### src/rtl/if_id_stage.sv
// rtl/if_id_stage.sv - MIPS fetch stage: PC register, IF/ID pipeline register and decode field slicing
module if_id_stage #(
    parameter logic [31:0] RESET_PC = 32'h0000_0000
) (
    input  logic        clk,
    input  logic        rst,
    input  logic        stall,
    input  logic        flush,
    input  logic        redirect,
    input  logic [31:0] redirect_pc,
    output logic [31:0] imem_addr,
    input  logic [31:0] imem_data,
    output logic [31:0] instr,
    output logic [31:0] pc_out,
    output logic [31:0] pc_plus4,
    output logic        valid,
    output logic [5:0]  opcode,
    output logic [4:0]  rs,
    output logic [4:0]  rt,
    output logic [4:0]  rd,
    output logic [4:0]  shamt,
    output logic [5:0]  funct,
    output logic [15:0] imm16,
    output logic [25:0] jaddr,
    output logic        misalign_err
);

    logic [31:0] pc;
    logic [31:0] pc_inc;

    assign pc_inc    = pc + 32'd4;
    assign imem_addr = pc;

    // Redirect beats stall so a taken branch is never lost behind a hazard hold.
    always_ff @(posedge clk) begin
        if (rst) begin
            pc <= RESET_PC;
        end else if (redirect) begin
            pc <= {redirect_pc[31:2], 2'b00};
        end else if (!stall) begin
            pc <= pc_inc;
        end
    end

    always_ff @(posedge clk) begin
        if (rst) begin
            instr    <= 32'd0;
            pc_out   <= 32'd0;
            pc_plus4 <= 32'd0;
            valid    <= 1'b0;
        end else if (redirect || flush) begin
            instr    <= 32'd0;
            pc_out   <= 32'd0;
            pc_plus4 <= 32'd0;
            valid    <= 1'b0;
        end else if (!stall) begin
            instr    <= imem_data;
            pc_out   <= pc;
            pc_plus4 <= pc_inc;
            valid    <= 1'b1;
        end
    end

    // Sticky until reset; the misaligned target itself is still taken, force-aligned.
    always_ff @(posedge clk) begin
        if (rst) begin
            misalign_err <= 1'b0;
        end else if (redirect && (redirect_pc[1:0] != 2'b00)) begin
            misalign_err <= 1'b1;
        end
    end

    assign opcode = instr[31:26];
    assign rs     = instr[25:21];
    assign rt     = instr[20:16];
    assign rd     = instr[15:11];
    assign shamt  = instr[10:6];
    assign funct  = instr[5:0];
    assign imm16  = instr[15:0];
    assign jaddr  = instr[25:0];

endmodule

### config.mk
export PLATFORM = sky130hd
export DESIGN_NAME = if_id_stage
export DESIGN_NICKNAME = d
export VERILOG_FILES = /design/src/rtl/if_id_stage.sv
export SDC_FILE = /design/constraint.sdc
export NUM_CORES = 1
export LEC_CHECK = 0
export CELL_PAD_IN_SITES_DETAIL_PLACEMENT = 0
export CELL_PAD_IN_SITES_GLOBAL_PLACEMENT = 1
export CORE_AREA = 5 5 141 143
export CTS_BUF_LIST = sky130_fd_sc_hd__clkbuf_4
export CTS_CLUSTER_DIAMETER = 80
export DETAILED_ROUTE_END_ITERATION = 8
export DIE_AREA = 0 0 146 148
export GPL_TIMING_DRIVEN = 0
export PLACE_DENSITY_LB_ADDON = 0.1
export SLEW_MARGIN = 10
export SYNTH_ARGS = -nofsm -noshare
export SYNTH_HDL_FRONTEND = slang
export SYNTH_SLANG_ARGS = --single-unit
### constraint.sdc
create_clock -name clk -period 5.9 [get_ports clk]
set_clock_uncertainty 0.1 [all_clocks]
set_input_delay 1.18 -clock clk [delete_from_list [all_inputs] [get_ports clk]]
set_output_delay 1.18 -clock clk [all_outputs]
set_load 0.01 [all_outputs]
== Word-level counts from Yosys, hierarchy flattened ==
Index checks and enable logic that the tools add are counted.
Word-level totals
  bits in read-only memories: 0
  memories kept: 0
  register bits after elaboration: 130
  output and inout bits: 204
  latch bits: 0
  input bits: 69
  memory bits (writable): 0
Cells by class
  shift-type cells: 0
  $mul: 0
  order comparisons: 0
  equality and inequality tests: 1
  bitwise logic cells: 0
  $add $sub $neg: 1
  reductions and logical operators: 5
  divide/modulo/power cells: 0
  multiplexer cells: 2
Operators with widths (number)
  32-bit two-way mux: 2
  32-bit by 3-bit adder with 32-bit output, second input constant: 1
  2-bit OR reduction: 2
  2-bit by 1-bit inequality test with 1-bit output, second input constant: 1
  2-bit nonzero test: 1
  1-bit logical AND: 1
  1-bit logical OR: 1

== Depth between registers and ports, before layout ==
  word-level depth: 3
  mapped depth: 7

== Least setup slack after synthesis ==
OpenSTA, ideal clock, no wires.
  path type: input-to-reg
  from: input port stall
  to: register instr[0]
  setup time: 0.128 ns
  data arrival time: 2.386 ns
  required time: 5.672 ns
  stages on the path: 5
  buffers on the path: 3
  slack: 3.286 ns
  cells stage by stage: buf_2 -> clkbuf_1 -> buf_1 -> mux2i_1 -> nor2_1
RTL lines
  from (decl): line 7  | input logic stall,
  to (signal assigned): line 57  | instr <= imem_data;
  to (decl): line 13  | output logic [31:0] instr,

==> results.py <==
metrics = {
    "setup_path": {
        "cp_cell_sequence": "clkdlybuf4s50_1 -> buf_2 -> clkbuf_1 -> buf_1 -> nor2_1 -> a21oi_1 -> nor2_1",
        "critPathRequiredTime_ns": 6.24,
        "cp-end-kind": "register",
        "crit_start": "stall",
        "critPathLaunchType": "input pin",
        "arrival_ns": 3.51,
        "cpPeakStageDelay_ns": 0.68,
        "critPathMaxFanout": 10,
        "slowest_stage": "buf_1",
        "r2r-start": "imem_addr[2]",
        "worst_path_most_repeated_cell": "nor2_1",
        "critPathKind": "in2reg",
    },
    "job": {
        "cap_violations": 0,
    },
    "clock_network": {
        "clock-sinks": 124,
        "cts_made_buffers": 17,
        "cts-root-buf": "clkbuf_4",
        "clkLatencyLatePin_ns": 0.56,
        "h-tree-depth": 4,
        "postCtsResizedCells": 0,
        "cts_max_path_buffers": 2,
        "clk_pin_slew_worst_paths_ns": 0.11,
        "cts_hold_buf": 0,
        "post-cts-setup-buffers": 0,
        "cts_tree": "built",
    },
    "power_and_ir_drop": {
        "leakage_nw": 3.58,
        "vdd_drop_max_v": 0.000101,
        "power_mw": 1.81,
        "power_density_nw_per_um2": 196,
    },
    "drt": {
        "drc": 0,
        "dr.pass1.iters": 5,
        "detail-route-antenna-nets": 0,
        "vias": 5652,
        "wire_per_inst_um": 17.6,
        "drtIter0Drc": 266,
        "drt-total-wl_mm": 21.6,
        "vias_per_cell": 4.61,
    },
    "timing": {
        "fin_setup_tns_ns": 0,
        "grt_setup_unrepaired": "no",
        "fin_crit_sh_pct": 53.8,
        "fmax_mhz": 315,
        "worst_slack_ns": 2.73,
        "slew_headroom_pct": 36.4,
        "setup_viol": 0,
        "final_max_slew_viol_count": 0,
        "hold_ws_ns": 0.359,
        "min_period_ns": 3.17,
        "finalHoldViolations": 0,
        "tightestPinTransition_ns": 0.946,
    },
    "die": {
        "rows": 50,
        "start_util_pct": 32.4,
        "pin_count": 273,
        "die_area_um2": 21600,
        "die_w_um": 146,
        "die_h_um": 148,
        "coreArea_um2": 18500,
    },
    "placement": {
        "place_hpwl_mm": 16.7,
        "place.gp.congestion": 0.879,
        "dp_cells": 1194,
        "portBuffers": 264,
        "dpl-instance-area_um2": 8930,
        "pre_cts_slack_ns": 2.14,
    },
    "global_routing": {
        "grt_usage_pct": 19.3,
        "grt_pass1_vias": 5518,
        "grt_max_degree": 17,
        "grt_pass1_wl_mm": 32.4,
        "antenna_found_initial": 1,
        "grt.overflow.total": 0,
    },
    "cells_and_area": {
        "nFillCells": 1873,
        "final_area_um2": 9210,
        "nNetsFinal": 1049,
        "syn2layout_area_growth_pct": 54.2,
        "fin_cells": 1226,
        "fin_util_pct": 49.9,
        "drive_above_1_share_pct": 12.9,
    },
    "synth": {
        "synth_top_area_share_pct": 41.6,
        "synth_top_area_cell": "dfxtp_1",
        "yosysWarnings": 0,
        "ys_ff_latch": 124,
        "synth_area_um2": 5970,
        "synth_common_cells": "124 x dfxtp_1, 100 x nor2_1, 80 x buf_4",
        "postSynthAreaPerCell_um2": 8.64,
        "synth_ff_type": "dfxtp_1",
        "synth_edf_count": 0,
        "yosysMostFrequentCell": "dfxtp_1",
        "synth_cells": 691,
        "synth_async_sr_flop_share_pct": 0,
        "synth_area_leaders": "dfxtp_1 42%, buf_4 10%, mux2i_1 9.7%",
        "yosysSeqAreaShare_pct": 41.6,
        "synth_cell_type_count": 41,
    },
    "worst_hold_path": {
        "min_path_type": "reg2reg",
        "hp-start": "misalign_err",
    },
    "outcome": {
        "outcome": "finished, final reports clean",
    },
}
==> worst paths after layout <==
check / end / slack (ns) / depth (start not counted)
setup / recovery: pc_plus4[6] / 2.73 / 7
hold / removal: misalign_err / 0.36 / 2
setup reg to reg: imem_addr[28] / 3.18 / 6
hold reg to reg: misalign_err / 0.36 / 2
==> routing by layer <==
metal / GRT usage, % / vias up / wire length (µm)
li1: - / 2816 / -
met1: 23.9 / 2607 / 9620
met2: 32.7 / 212 / 10300
met3: 5.82 / 17 / 1420
met4: 5.60 / 0 / 253
met5: 0 / - / 0
==> worst max-delay path: cells and delay by family <==
family                 cells  cell delay, ns
and+or+nand+nor            2            0.19
buffers and inverters      4            2.00
AOI/OAI and AO/OA          1            0.15
==> report_power, final <==
group	internal (mW)	switching (mW)	leakage (nW)
Clock	0.304	0.321	0.156
Sequential	0.861	0.0283	1.01
Combinational	0.157	0.138	2.41
Total	1.32	0.487	3.58
==> final cells by class <==
type,count,area (µm²),area share [%]
multi-input cells,433,2660,28.9
repair buffers,264,2640,28.7
flip-flops and latches,124,2480,26.9
plain buffers,134,827,8.98
well taps,234,293,3.18
clock buffers,21,158,1.71
clock inverters,10,124,1.34
inverters,5,18.8,0.204
diodes,1,2.50,0.0272
==> cell usage in the layout, fill, tap and decap left out, types with 6 or more instances in the layout <==
cell type,instances
buf_2,12
a21oi_1,42
clkbuf_4,21
o21ai_0,22
nand3_1,18
nor4_1,9
nand2_1,44
dfxtp_1,124
mux2i_1,58
buf_4,80
xor2_1,37
clkbuf_1,36
nand4_1,14
clkdlybuf4s50_1,264
nor2_1,100
conb_1,6
a211oi_1,19
xnor2_1,17
nor3_1,11
and3_1,7
==> cell families (layout without fill, tap and decap cells) <==
group                    Yosys count  count (layout)  share of synthesized area (%)
multiplexers                      58              58                           9.72
buffers and inverters            139             434                           14.2
adder cells (fa/ha/maj)            1               1                          0.209
XOR/XNOR                          54              54                           7.92
flip-flops                       124             124                           41.6
AO/OA/AOI/OAI                     90              90                           8.76
other                              1               7                         0.0628
AND/OR/NAND/NOR                  224             224                           17.6
==> flip-flops by register name, summed over array words and instances (netlist names) <==
name,count
imem_addr,30
instr,32
misalign_err,1
pc_out,30
pc_plus4,30
valid,1
Note: power is estimated with default switching activity, not from simulation.
